File: config.mk
export PLATFORM = sky130hd
export DESIGN_NAME = sleep_unit_mc
export DESIGN_NICKNAME = d
export VERILOG_FILES = /design/src/rtl/sleep_unit_mc.sv
export SDC_FILE = /design/constraint.sdc
export NUM_CORES = 1
export LEC_CHECK = 0
export BUFFER_PORTS_ARGS = -buffer_cell sky130_fd_sc_hd__clkbuf_2
export CAP_MARGIN = 10
export CORE_UTILIZATION = 25
export CTS_BUF_LIST = sky130_fd_sc_hd__clkbuf_16
export DETAILED_ROUTE_END_ITERATION = 8
export GPL_ROUTABILITY_DRIVEN = 0
export PLACE_DENSITY = 0.44
export SYNTH_ARGS = -nofsm -noshare
export SYNTH_HDL_FRONTEND = slang
export SYNTH_SLANG_ARGS = --single-unit
File: constraint.sdc
create_clock -name HCLK -period 7.8 [get_ports HCLK]
set_input_delay 0.39 -clock HCLK [delete_from_list [all_inputs] [get_ports HCLK]]
set_output_delay 0.39 -clock HCLK [all_outputs]
set_load 0.01 [all_outputs]
File: src/rtl/sleep_unit_mc.sv
// sleep_unit_mc: per-core RUN/SHUTDOWN/SLEEP control over APB (HCLK/HRESET, APB slave PADDR..PSLVERR, signal_i/core_busy_i in, fetch_en_o/clk_gate_core_o out)
module sleep_unit_mc #(
  parameter int APB_ADDR_WIDTH = 12,
  parameter int NB_CORES = 4,
  parameter int CNT_WIDTH = 32
) (
  input  logic                      HCLK,
  input  logic                      HRESET,
  input  logic [APB_ADDR_WIDTH-1:0] PADDR,
  input  logic [31:0]               PWDATA,
  input  logic                      PWRITE,
  input  logic                      PSEL,
  input  logic                      PENABLE,
  output logic [31:0]               PRDATA,
  output logic                      PREADY,
  output logic                      PSLVERR,
  input  logic [NB_CORES-1:0]       signal_i,
  input  logic [NB_CORES-1:0]       core_busy_i,
  output logic [NB_CORES-1:0]       fetch_en_o,
  output logic [NB_CORES-1:0]       clk_gate_core_o
);
  typedef enum logic [1:0] {RUN, SHUTDOWN, SLEEP} state_e;
  localparam logic [3:0] NBC = 4'(NB_CORES);
  state_e               state_q [NB_CORES];
  state_e               state_d [NB_CORES];
  logic [15:0]          tcnt_q  [NB_CORES];
  logic [15:0]          tcnt_d  [NB_CORES];
  logic [CNT_WIDTH-1:0] cnt_q   [NB_CORES];
  logic [CNT_WIDTH-1:0] cnt_d   [NB_CORES];
  logic [NB_CORES-1:0]  ctrl_q, ctrl_d, status_q, status_d, mask_q, mask_d, err_q, err_d, wake, abort;
  logic [15:0]          timeout_q, timeout_d;
  logic [CNT_WIDTH-1:0] cnt_rd;
  logic [31:0]          rdata;
  logic [4:0]           idx;
  logic                 acc, wr, cnt_sel, mapped, unused;
  assign acc     = PSEL & PENABLE;
  assign idx     = PADDR[6:2];
  assign cnt_sel = idx[4:3] == 2'b01 && {1'b0, idx[2:0]} < NBC;
  assign mapped  = idx < 5'd5 || cnt_sel;
  assign wr      = acc & PWRITE & mapped;
  assign wake    = signal_i & mask_q;
  assign unused  = ^{PADDR, PWDATA[31:16]};
  assign PREADY  = 1'b1;
  assign PRDATA  = acc && !PWRITE && !HRESET ? rdata : '0;
  assign PSLVERR = acc && !mapped && !HRESET;
  always_comb begin
    ctrl_d          = ctrl_q;
    mask_d          = mask_q;
    timeout_d       = timeout_q;
    status_d        = '0;
    abort           = '0;
    cnt_rd          = '0;
    fetch_en_o      = '1;
    clk_gate_core_o = '1;
    for (int c = 0; c < NB_CORES; c++) begin
      state_d[c] = state_q[c];
      tcnt_d[c]  = state_q[c] == SHUTDOWN ? tcnt_q[c] + 16'd1 : '0;
      if (state_q[c] == RUN) begin
        if (ctrl_q[c] && !wake[c]) state_d[c] = SHUTDOWN;
      end else if (state_q[c] == SHUTDOWN) begin
        abort[c]   = !wake[c] && core_busy_i[c] && timeout_q != '0 && tcnt_q[c] == timeout_q - 16'd1;
        state_d[c] = wake[c] || abort[c] ? RUN : !core_busy_i[c] ? SLEEP : SHUTDOWN;
      end else if (wake[c]) begin
        state_d[c] = RUN;
      end
      status_d[c] = state_q[c] == SLEEP;
      if (state_q[c] == SLEEP || wake[c] || abort[c]) ctrl_d[c] = 1'b0;
      cnt_d[c] = wr && cnt_sel && idx[2:0] == 3'(c) ? '0 :
                 state_q[c] == SLEEP && !(&cnt_q[c]) ? cnt_q[c] + 1'b1 : cnt_q[c];
      if (cnt_sel && idx[2:0] == 3'(c)) cnt_rd = cnt_q[c];
      fetch_en_o[c]      = !(state_q[c] == SHUTDOWN || (state_q[c] == RUN && ctrl_q[c] && !wake[c]));
      clk_gate_core_o[c] = state_q[c] != SLEEP || wake[c];
    end
    if (wr && idx == 5'd0) ctrl_d = PWDATA[NB_CORES-1:0];
    if (wr && idx == 5'd2) mask_d = PWDATA[NB_CORES-1:0];
    if (wr && idx == 5'd3) timeout_d = PWDATA[15:0];
    err_d = (err_q & ~(wr && idx == 5'd4 ? PWDATA[NB_CORES-1:0] : '0)) | abort;
    rdata = idx == 5'd0 ? 32'(ctrl_q) :
            idx == 5'd1 ? 32'(status_q) :
            idx == 5'd2 ? 32'(mask_q) :
            idx == 5'd3 ? 32'(timeout_q) :
            idx == 5'd4 ? 32'(err_q) :
            cnt_sel     ? 32'(cnt_rd) : '0;
  end
  always_ff @(posedge HCLK or posedge HRESET) begin
    if (HRESET) begin
      ctrl_q    <= '0;
      status_q  <= '0;
      mask_q    <= '1;
      err_q     <= '0;
      timeout_q <= '0;
      for (int c = 0; c < NB_CORES; c++) begin
        state_q[c] <= RUN;
        tcnt_q[c]  <= '0;
        cnt_q[c]   <= '0;
      end
    end else begin
      ctrl_q    <= ctrl_d;
      status_q  <= status_d;
      mask_q    <= mask_d;
      err_q     <= err_d;
      timeout_q <= timeout_d;
      for (int c = 0; c < NB_CORES; c++) begin
        state_q[c] <= state_d[c];
        tcnt_q[c]  <= tcnt_d[c];
        cnt_q[c]   <= cnt_d[c];
      end
    end
  end
endmodule

=== Word level (Yosys, flattened, before mapping) ===
Cells that the tools add are included.

* Register bits: 232
* Input port bits: 57
* Logic and storage cells: 236

* $add $sub $neg: 9
* $lt $le $gt $ge: 2
* Equal/unequal tests: 28
* Multiplexer cells: 61
* Bitwise operators: 7
* Reductions and logical operators: 109

{| class="wikitable"
|+ Operator list
! kind !! number
|-
| 32-bit two-way mux || 19
|-
| 32-bit by 1-bit adder with 32-bit output, second input constant || 4
|-
| 32-bit AND reduction || 4
|-
| 16-bit by 1-bit adder with 16-bit output, second input constant || 4
|-
| 16-bit equality test || 4
|-
| 16-bit two-way mux || 4
|-
| 2-bit two-way mux || 24
|-
| 1-bit logical AND || 46
|-
| 1-bit logical OR || 21
|-
| 16-bit nonzero test || 1
|-
| 2-bit nonzero test || 8
|-
| 16-bit by 1-bit subtractor with 16-bit output, second input constant || 1
|-
| 1-bit zero test || 15
|-
| 1-bit two-way mux || 12
|-
| 3-bit nonzero test || 4
|-
| 2-bit by 1-bit equality test with 1-bit output, second input constant || 5
|-
| 5-bit by 2-bit equality test with 1-bit output, second input constant || 2
|-
| 2-bit != test, second input constant || 5
|-
| 4-bit bitwise AND || 2
|-
| 2-bit equality test, second input constant || 4
|-
| 2-bit zero test || 4
|-
| 4-bit two-way mux || 2
|-
| 2-bit AND reduction || 4
|-
| 3-bit by 2-bit equality test with 1-bit output, second input constant || 2
|-
| other kinds (11) || 15
|}

=== Depth between registers and ports, before layout ===
Gate-level depths: netlist of run 1.

* Word-level depth: 14
* Mapped depth: 11

=== Worst setup path before layout of run 1 ===
OpenSTA, ideal clock, no wires.

* Kind: reg-to-reg
* Start point: register timeout_q[0]
* End point: register ctrl_q[2]
* Setup time: 121 ps
* Arrival: 2931 ps
* Required time: 7679 ps
* Path slack: 4748 ps
* Cell stages (with the launch flop): 12
* Clock period less this slack: 3052 ps
* Path through: dfrtp_1 -> buf_1 -> inv_1 -> ha_1 -> or4b_1 -> buf_2 -> xnor2_1 -> or4_1 -> a31oi_1 -> nand3_1 -> or4b_1 -> a22o_1

* Longest elaborated chain between the ends: 7
* Elaborated cells on any way between the ends: 9
* Classes of those cells: add/sub: 1; eq/ne: 1; mux: 2; reduce/logical: 5

{| class="wikitable"
|+ RTL lines
! element !! RTL line !! RTL
|-
| start: declaration || 31 || <nowiki>logic [15:0] timeout_q, timeout_d;</nowiki>
|-
| start signal: assignment || 102 || <nowiki>timeout_q <= timeout_d;</nowiki>
|-
| 16-bit by 1-bit subtractor with 16-bit output or 16-bit nonzero test (tied branches) || 61 || <nowiki>abort[c] = !wake[c] && core_busy_i[c] && timeout_q != '0 && tcnt_q[c] == timeout_q - 16'd1;</nowiki>
|-
| 16-bit equality test or 1-bit logical AND (tied branches) || 61 ||
|-
| 1-bit logical AND * || 61 ||
|-
| 1-bit two-way mux * || 60 || <nowiki>end else if (state_q[c] == SHUTDOWN) begin</nowiki>
|-
| 1-bit two-way mux * || 58 || <nowiki>if (state_q[c] == RUN) begin</nowiki>
|-
| 1-bit logical OR * || 67 || <nowiki>if (state_q[c] == SLEEP || wake[c] || abort[c]) ctrl_d[c] = 1'b0;</nowiki>
|-
| 2-bit nonzero test (no line) * || n/a ||
|-
| end signal: assignment || 98 || <nowiki>ctrl_q <= ctrl_d;</nowiki>
|-
| end: declaration || 30 || <nowiki>logic [NB_CORES-1:0] ctrl_q, ctrl_d, status_q, status_d, mask_q, mask_d, err_q, err_d, wake, abort;</nowiki>
|}

Mark *: on every way between the ends. The rest lies on a longest branch, timed or not.
A chain may end at the register's enable or synchronous reset.

=== Worst setup path in the final report of run 1 ===
* Start point: register timeout_q[0]
* End point: register ctrl_q[0]

Same word-level chain as after synthesis.

==> run metrics, run 1 <==
Pre-antenna DRT Iters 5; final antenna-violating net count 0; Fillers about 6000; H-Tree Depth 1; Finished Layout Cells between 2000 and 2500; asr flop ratio synth 1.00; Starting DRT DRC Count between 800 and 900; worst-path maximum fanout 13; Slew Viols, Final 0; Diodes inserted 0; final hold violation count 0; Crit path required time 8.24 ns; EDFF count, synth 0; syn avg cell area 9.00 um2; RSZ-0062 raised after global routing false; Ports 99; initial antenna violation count 0; setup TNS 0 ns; die width ~240 um; area of the multi-input gates around 0.0080 mm2; Worst Setup Path Type reg -> reg; leakage 6.43 nW; hpwl dp 33800 um; max_cap viols 0; cell mode on critical path xnor2_1; combinational share of power 0.253; status complete, no violations; TritonCTS clock tree done; register area share after synthesis 0.406; mapped cell area between 0.01 and 0.015 mm2; setup bufs post-CTS 0; vias per cell approximately 5; share of cells above drive strength 1 0.114; Tcrit/Tclk final 0.531; placed cells between 2000 and 2500; # DRC 0; Seq. cell area a little under 0.006 mm2; Overflow after GRT 0; yosys warns 0; Tmin final 4.14 ns; CTS buffer count 28; Synth Net Count ~1700; Rows 87; crit path cell chain inv_1, ha_1, or4b_1, nor3_1, xnor2_1, xnor2_1, or4_1, nor4_2, o31ai_1; Synth Instances about 1600; GRT Resource Usage Total 0.162; Max Clock Freq 0.241 GHz; Place WS 3.63 ns; clk root buf clkbuf_16; Core Region between 0.05 and 0.06 mm2; Slew headroom 0.206; # clock sinks 232; first-pass GRT wire length about 72000 um; Synth cell types just under 70; CP max stage delay slightly above 0.7 ns; top-count cell post-synth dfrtp_1; Clock power frac 0.298; Seq pwr share 0.449; worst skew pair latency approximately 0.58 ns; post-DR wirelength/cell 19.5 um; setup slack after layout 3.66 ns; Final setup viols 0; Placed Area roughly 0.015 mm2; Total Power 4.10 mW; peak supply drop 0.140 mV; PostCTS Resize Cnt 0; CP arrival about 4.6 ns; top cell type's share of synthesized area 0.398; largest net degree at the start of global routing ~130; Die ar. 0.0582 mm2; P_sw between 1.5 and 2 mW; vias in the first global route ~12000; via count between 10000 and 15000; worst hold path class in -> async; Area Growth Syn to Fin 13.6%; Least-Margin Pin Slew roughly 1.2 ns; area leader, netlist dfrtp_1; CTS Hold Bufs 1; PortBufs 74; NumNets Final 1687; Synth Flop Type dfrtp_1; Starting Density 0.253; top cells by count, synth dfrtp_1, nor2_1, nand2_1, xnor2_1, xor2_1; DRT Wirelength 46600 um; CP startpoint kind register; chip height between 200 and 250 um; switching share of power 0.372; Slowest cell on crit path or4b_1; top cells by area, synth dfrtp_1, xnor2_1, xor2_1; FF-to-FF setup slack roughly 3.7 ns; Clock Pin Slew Worst Setup and Hold Paths 0.06 ns; Int Power about 2.6 mW; Clock Skews ~0.017 ns; power per cell area around 250 mW/mm2; CTS Buffer Depth 3; synthesized flop and latch total 232; post-route cell area between 0.015 and 0.02 mm2; crit end category register
-- cell families after synthesis --
| kind of cell | count (synthesis) | share of synthesized area |
|---|---|---|
| compound gates | 208 | 0.0890 |
| simple gates | 731 | 0.264 |
| fa+ha+maj | 9 | 0.00787 |
| flops | 232 | 0.406 |
| mux | 54 | 0.0535 |
| other cells | 1 | 0.000262 |
| xor+xnor | 223 | 0.143 |
| buf+inv | 133 | 0.0366 |
-- cell type report --
class,instances,area share
Multi-Input combinational cell,1226,0.493
Inverter,42,0.0102
Clock buffer,28,0.0431
Timing Repair Buffer,91,0.0308
Sequential cell,232,0.357
Clock inverter,23,0.00815
Tap cell,756,0.0581
-- worst max-delay path, delay by kind of cell (launching register included) --
kind                       cells  cell delay, ns
adders and majority gates      1            0.46
xor gates and xnor gates       2            0.46
buffers and inverters          1            0.14
AOI/OAI and AO/OA              1            0.14
and+or+nand+nor                4            2.18
DFF                            1            0.62
-- path summary, 6_finish.rpt --
kind                                          start                   endpoint  cells after the start
setup / recovery           timeout_q[0]$_DFFE_PP0P_      ctrl_q[0]$_DFFE_PP0P_                      9
hold / removal                               HRESET      cnt_q[56]$_DFFE_PP0P_                      2
setup reg to reg           timeout_q[0]$_DFFE_PP0P_      ctrl_q[0]$_DFFE_PP0P_                      9
hold reg to reg                  err_q[2]$_DFF_PP0_         err_q[2]$_DFF_PP0_                      2
max in group asynchronous                    HRESET        tcnt_q[1]$_DFF_PP0_                      3
min in group HCLK                        PWDATA[14]  timeout_q[14]$_DFFE_PP0P_                      2
-- per-layer routing --
metal | track usage | up-vias | wire length [um]
met5 | 0 | - | 0
met4 | 0.0393 | 0 | 1040
met3 | 0.0258 | 61 | 2430
met2 | 0.256 | 291 | 21200
met1 | 0.229 | 5970 | 22000
li1 | - | 5681 | -
-- sequential cells by signal, indices dropped and copies added, names as in the netlist --
name / cells
tcnt_q: 64
timeout_q: 16
mask_q: 4
ctrl_q: 4
state_q: 8
err_q: 4
cnt_q: 128
status_q: 4
-- power groups by stage --
stage          logic (mW)  clock network (mW)  registers, mW
2_1_floorplan       0.801                   0           1.70
3_3_place_gp         1.03                   0           1.85
3_5_place_dp         1.04                   0           1.86
4_1_cts              1.04                1.26           1.84
5_1_grt              1.17                1.31           1.88
6_report             1.04                1.22           1.84
-- through the flow --
step / utilization / hold WS, ns
floorplan: - / 0.437
global placement: 0.273 / 0.457
detailed placement: 0.273 / 0.458
CTS: 0.288 / 0.0182
global route: 0.288 / 0.0334
finish: 0.288 / 0.0415
-- cell usage in the layout (no fill, tap or decap), drive strengths merged, types with 9 or more instances in the layout --
master / n
a21oi: 69
and2: 18
and3: 51
and4: 23
buf: 16
clkbuf: 102
clkinv: 13
dfrtp: 228
ha: 9
inv: 50
mux2: 20
mux2i: 18
mux4: 16
nand2: 125
nand2b: 13
nand3: 74
nand4: 51
nor2: 221
nor3: 42
nor3b: 9
nor4: 28
o21ai: 63
or3: 33
or4: 15
xnor2: 109
xor2: 107
(Power assumes the default switching activity.)
==> run 2: changes to the inputs <==
==> constraint.sdc (replaced) <==
create_clock -name HCLK -period 4.3 [get_ports HCLK]
set_input_delay 0.215 -clock HCLK [delete_from_list [all_inputs] [get_ports HCLK]]
set_output_delay 0.215 -clock HCLK [all_outputs]
set_load 0.01 [all_outputs]
==> run 2 against run 1 <==
Net effect:
- fmax rose by 16%
- die area unchanged
- non-clock buffer count increased by 37
- sequential share of layout area shrank 1.1 points
- final area up 3.0%
- global-route usage rose by 0.14 points
- flip-flop and latch count did not move
- clock-buffer cell count grew 2
- first-iteration DRC count up 9.2%
- sequential power is 80% higher
- final cell count increased by 1.7%
- register-to-register slack got worse by 2.9 ns
==> run metrics, run 2 (synthesized netlist as in run 1, its figures left out) <==
Clock Skews 0.0437 ns (+0.0265 ns); NumNets Final 1726 (+2.3%); RSZ-0062 raised after global routing false; clk root buf clkbuf_16; Fillers 5964 (-1.0%); setup TNS 0 ns (unchanged); commonest non-fill, non-tap cell in the layout dfrtp_1; Worst Setup Path Type reg -> reg; hpwl dp 34800 um (+3.1%); Final setup viols 0 (unchanged); CTS buffer count 30 (+7.1%); top flop regs cnt_q x128, tcnt_q x64, timeout_q x16; final antenna-violating net count 0 (unchanged); worst-path maximum fanout 17 (+4); first-pass GRT wire length 73000 um (+1.3%); register with the most flip-flops cnt_q; # clock sinks 232 (unchanged); Starting Density 0.253 (unchanged); post-DR wirelength/cell 19.4 um (-0.35%); worst hold path class in -> reg; Seq. cell area 0.00581 mm2 (unchanged); peak supply drop 0.281 mV (+100%); CP startpoint kind register; worst skew pair latency 0.60 ns (+0.02 ns); DRT Wirelength 47300 um (+1.3%); CTS Buffer Depth 3 (unchanged); Pre-antenna DRT Iters 5 (unchanged); largest net degree at the start of global routing 147 (+14%); initial antenna violation count 0 (unchanged); power per cell area 463 mW/mm2 (+84%); Starting DRT DRC Count 913 (+9.2%); area of the multi-input gates 0.00801 mm2 (unchanged); most frequent cells in the layout dfrtp_1, nor2_1, nand2_1, xnor2_1, xor2_1; Max Clock Freq 0.279 GHz (+16%); Rows 87 (unchanged); Tmin final 3.58 ns (-0.562 ns); Core Util, Final 0.297 (+0.00873); final hold violation count 0 (unchanged); PostCTS Resize Cnt 0 (unchanged); Slew Viols, Final 0 (unchanged); Crit path required time 4.73 ns (-3.51 ns); share of cells above drive strength 1 0.124 (+0.00976); TritonCTS clock tree done; GRT Resource Usage Total 0.163 (+0.00139); CP arrival 4.01 ns (-0.57 ns); H-Tree Depth 1 (unchanged); # DRC 0 (unchanged); max_cap viols 0 (unchanged); Die ar. 0.0582 mm2 (unchanged); max FFs per register 128 (unchanged); Tcrit/Tclk final 0.833 (+0.302); Area Growth Syn to Fin 17.1%; Ports 99 (unchanged); status complete, no violations; leakage 6.67 nW (+3.6%); vias per cell 5.00 (-0.21%); Core Region 0.0565 mm2 (unchanged); Diodes inserted 0 (unchanged); PortBufs 74 (unchanged); Least-Margin Pin Slew 1.01 ns (-0.165 ns); Slew headroom 0.322 (+0.116); via count 12200 (+1.5%); Overflow after GRT 0 (unchanged); Clock Pin Slew Worst Setup and Hold Paths 0.06 ns (about the same); die width 241 um (unchanged); crit end category register; vias in the first global route 11800 (+2.5%); chip height 241 um (unchanged)
## run 2: routing by layer
layer | GRT usage | up-vias | wire length, um
met5 | 0 | - | 0
met4 | 0.0405 | 0 | 1100
met3 | 0.0197 | 68 | 2160
met2 | 0.262 | 284 | 21700
met1 | 0.232 | 6103 | 22300
li1 | - | 5723 | -
## run 2: worst paths after layout
check	from	endpoint	slack [ns]	cells after the start
worst max-delay path	timeout_q[2]$_DFFE_PP0P_	ctrl_q[0]$_DFFE_PP0P_	0.72	7
worst min register to register	err_q[2]$_DFF_PP0_	err_q[2]$_DFF_PP0_	0.50	2
max in group asynchronous	HRESET	tcnt_q[15]$_DFF_PP0_	2.78	5
worst min-delay path	signal_i[0]	state_q[7]$_DFFE_PP0P_	0.01	3
worst max register to register	timeout_q[2]$_DFFE_PP0P_	ctrl_q[0]$_DFFE_PP0P_	0.72	7
min in group asynchronous	HRESET	cnt_q[23]$_DFFE_PP0P_	0.36	4
## run 2: report_power, final
part	leakage (nW)	internal, mW	switching [mW]
registers	2.75	2.64	0.671
clock network	0.504	1.50	1.03
logic	3.41	0.829	1.09
## run 2: layout make-up
type | instances | area share
inverter | 42 | 0.00963
multi-input combinational | 1226 | 0.478
timing repair buffer | 128 | 0.0506
clock buffer | 30 | 0.0448
clock inverter | 24 | 0.0138
tap | 756 | 0.0564
sequential | 232 | 0.347
## run 2: metrics by stage
step                hold WS (ns)  power [mW]  area (um2)  setup slack, ns  instances
finish                    0.0144        7.76       16800            0.719       2438
global route              0.0460        8.23       16800            0.455       2438
CTS                      0.00763        7.84       16800            0.664       2438
detailed placement         0.411        5.24       15500            0.683       2360
global placement           0.406        5.21       15500            0.740       2360
floorplan                  0.301        4.54       14300             1.05       1591
## run 2: timing repair
| item | in CTS | in global routing |
|---|---|---|
| hold buffers | 24 | 0 |
| buffers inserted | 0 | 0 |
| endpoints found under the hold margin | 170 | 0 |
## run 2: critical path, stage by stage, from the launching register on
cell and delay (ns):
dfrtp_1 0.58, or4b_1 0.84, nor3_1 0.48, xnor2_1 0.24
xnor2_1 0.17, or4_1 0.56, nor4_2 0.42, o31ai_1 0.14
==> run 3: changes to the inputs <==
--- a/config.mk
+++ b/config.mk
@@ -11,7 +11,7 @@
 export CTS_BUF_LIST = sky130_fd_sc_hd__clkbuf_16
 export DETAILED_ROUTE_END_ITERATION = 8
 export GPL_ROUTABILITY_DRIVEN = 0
-export PLACE_DENSITY = 0.44
+export PLACE_DENSITY = 0.45
 export SYNTH_ARGS = -nofsm -noshare
 export SYNTH_HDL_FRONTEND = slang
 export SYNTH_SLANG_ARGS = --single-unit
==> constraint.sdc (replaced) <==
create_clock -name HCLK -period 3 [get_ports HCLK]
set_input_delay 0.15 -clock HCLK [delete_from_list [all_inputs] [get_ports HCLK]]
set_output_delay 0.15 -clock HCLK [all_outputs]
set_load 0.01 [all_outputs]
==> run 3 against run 2 <==
Net effect:
- routed wire length rose by 0.70%
- fmax rose by 23%
- register-to-register slack got worse by 0.62 ns
- largest cell class unchanged
==> run metrics, run 3 (synthesized netlist as in run 1, its figures left out) <==
Clock Skews 0.0186 ns (-0.0251 ns); largest net degree at the start of global routing 96 (-35%); chip height 241 um (unchanged); # clock sinks 232 (unchanged); share of cells above drive strength 1 0.156 (+0.0317); Core Region 0.0565 mm2 (unchanged); top flop regs cnt_q x128, tcnt_q x64, timeout_q x16; Starting Density 0.253 (unchanged); Ports 99 (unchanged); GRT Resource Usage Total 0.165 (+0.00125); Starting DRT DRC Count 826 (-9.5%); Place WS -0.0662 ns (-0.749 ns); most frequent cells in the layout dfrtp_1, nor2_1, nand2_1, xnor2_1, xor2_1; Diodes inserted 0 (unchanged); worst hold path class in -> async; vias per cell 4.95 (-0.97%); Max Clock Freq 0.344 GHz (+23%); CTS buffer count 29 (-3.3%); CP arrival 3.39 ns (-0.62 ns); Tmin final 2.91 ns (-0.675 ns); Clock Pin Slew Worst Setup and Hold Paths 0.06 ns (about the same); reg-to-reg startpoint timeout_q[0]$_DFFE_PP0P_; max FFs per register 128 (unchanged); FF-to-FF setup slack 0.09 ns (-0.62 ns); die width 241 um (unchanged); Worst Setup Path Type reg -> reg; Overflow after GRT 0 (unchanged); max_cap viols 0 (unchanged); vias in the first global route 12000 (+1.8%); Tcrit/Tclk final 0.968 (+0.136); setup slack after layout 0.0948 ns (-0.625 ns); clk root buf clkbuf_16; final antenna-violating net count 0 (unchanged); Least-Margin Pin Slew 0.779 ns (-0.235 ns); Worst R2R End ctrl_q[2]$_DFFE_PP0P_; first-pass GRT wire length 73500 um (+0.69%); Core Util, Final 0.304 (+0.00718); Area Growth Syn to Fin 19.9%; hpwl dp 35900 um (+3.1%); H-Tree Depth 1 (unchanged); Slew headroom 0.480 (+0.159); worst skew pair latency 0.59 ns (about the same); DRT Wirelength 47600 um (+0.70%); worst-path maximum fanout 7 (-10); register with the most flip-flops cnt_q; Crit path required time 3.48 ns (-1.25 ns); Slew Viols, Final 0 (unchanged); Rows 87 (unchanged); crit end category register; CP startpoint kind register; Pre-antenna DRT Iters 5 (unchanged); initial antenna violation count 0 (unchanged); RSZ-0062 raised after global routing true; post-DR wirelength/cell 19.1 um (-1.6%); NumNets Final 1786 (+3.5%); power per cell area 633 mW/mm2 (+37%); Seq. cell area 0.00581 mm2 (unchanged); status complete, no violations; PortBufs 74 (unchanged); # DRC 0 (unchanged); peak supply drop 0.439 mV (+56%); leakage 6.92 nW (+3.8%); Fillers 5979 (+0.25%); CTS Buffer Depth 3 (unchanged); area of the multi-input gates 0.00809 mm2 (+0.94%); final hold violation count 0 (unchanged); via count 12300 (+1.3%); Final setup viols 0 (unchanged); commonest non-fill, non-tap cell in the layout dfrtp_1; Register-to-Register Path Depth 10 (+3); TritonCTS clock tree done; Die ar. 0.0582 mm2 (unchanged)
## run 3: cell types whose count changed in the layout (fill, tap and decap cells not counted), moves of 3 or more
cell           delta
dlygate4sd3_1     +4
clkinv_1          +5
buf_4            +54
inv_1             -3
bufinv_16         -4
nor3_1            -3
## run 3: stage by stage
| stage | setup TNS, ns | hold WS, ns | cell area [um2] | instances | power, mW |
|---|---|---|---|---|---|
| 2_1_floorplan | -41.65 | 0.236 | 14300 | 1591 | 6.51 |
| 3_3_place_gp | -0.0561 | 0.144 | 16000 | 2414 | 7.63 |
| 6_report | 0 | 0.0988 | 17200 | 2494 | 10.9 |
| 3_5_place_dp | -0.113 | 0.148 | 16000 | 2414 | 7.68 |
| 5_1_grt | -0.0374 | 0.0949 | 17200 | 2494 | 11.6 |
| 4_1_cts | 0 | 0.0661 | 17100 | 2491 | 11.0 |
## run 3: how the worst max path moves through the flow
stage	start	end	slack, ns	cells after the start
floorplan	HRESET	cnt_q[0]$_DFFE_PP0P_	-0.18	1
detailed placement	timeout_q[0]$_DFFE_PP0P_	ctrl_q[0]$_DFFE_PP0P_	-0.07	10
finish	timeout_q[0]$_DFFE_PP0P_	ctrl_q[2]$_DFFE_PP0P_	0.09	10
global placement	timeout_q[0]$_DFFE_PP0P_	ctrl_q[3]$_DFFE_PP0P_	-0.06	13
CTS	timeout_q[0]$_DFFE_PP0P_	ctrl_q[2]$_DFFE_PP0P_	0.009	10
global route	timeout_q[0]$_DFFE_PP0P_	ctrl_q[2]$_DFFE_PP0P_	-0.04	10
## run 3: repair_timing
item	CTS	global route
pin swaps	1	6
setup endpoints to repair	4	8
buffers inserted	0	3
gates resized for setup	3	13
endpoints found under the hold margin	229	0
hold buffers	28	0
## run 3: metal layers
layer,vias up,global-route usage,share of wire
met2,282,0.266,0.46
met5,-,0,0
met3,68,0.0226,0.043
li1,5846,-,-
met1,6141,0.229,0.47
met4,0,0.0426,0.025
## run 3: final cells by class
class | instances | area share
inverters | 42 | 0.00940
flip-flops and latches | 232 | 0.338
multi-input cells | 1226 | 0.471
well taps | 756 | 0.0551
repair buffers | 189 | 0.0778
clock inverters | 20 | 0.00576
clock buffers | 29 | 0.0423
## run 3: power breakdown
part / switching (mW) / total, mW / internal, mW
logic: 1.63 / 2.98 / 1.35
registers: 0.978 / 4.76 / 3.78
clock network: 1.41 / 3.14 / 1.73
## run 3: critical path, stage by stage (launching register included)
cell,delay [ns]
dfrtp_1,0.38
inv_1,0.06
ha_1,0.16
or4b_4,0.46
buf_6,0.16
xnor2_1,0.11
or4_1,0.42
a31oi_2,0.22
nand3_1,0.10
or4b_4,0.53
a22o_1,0.21
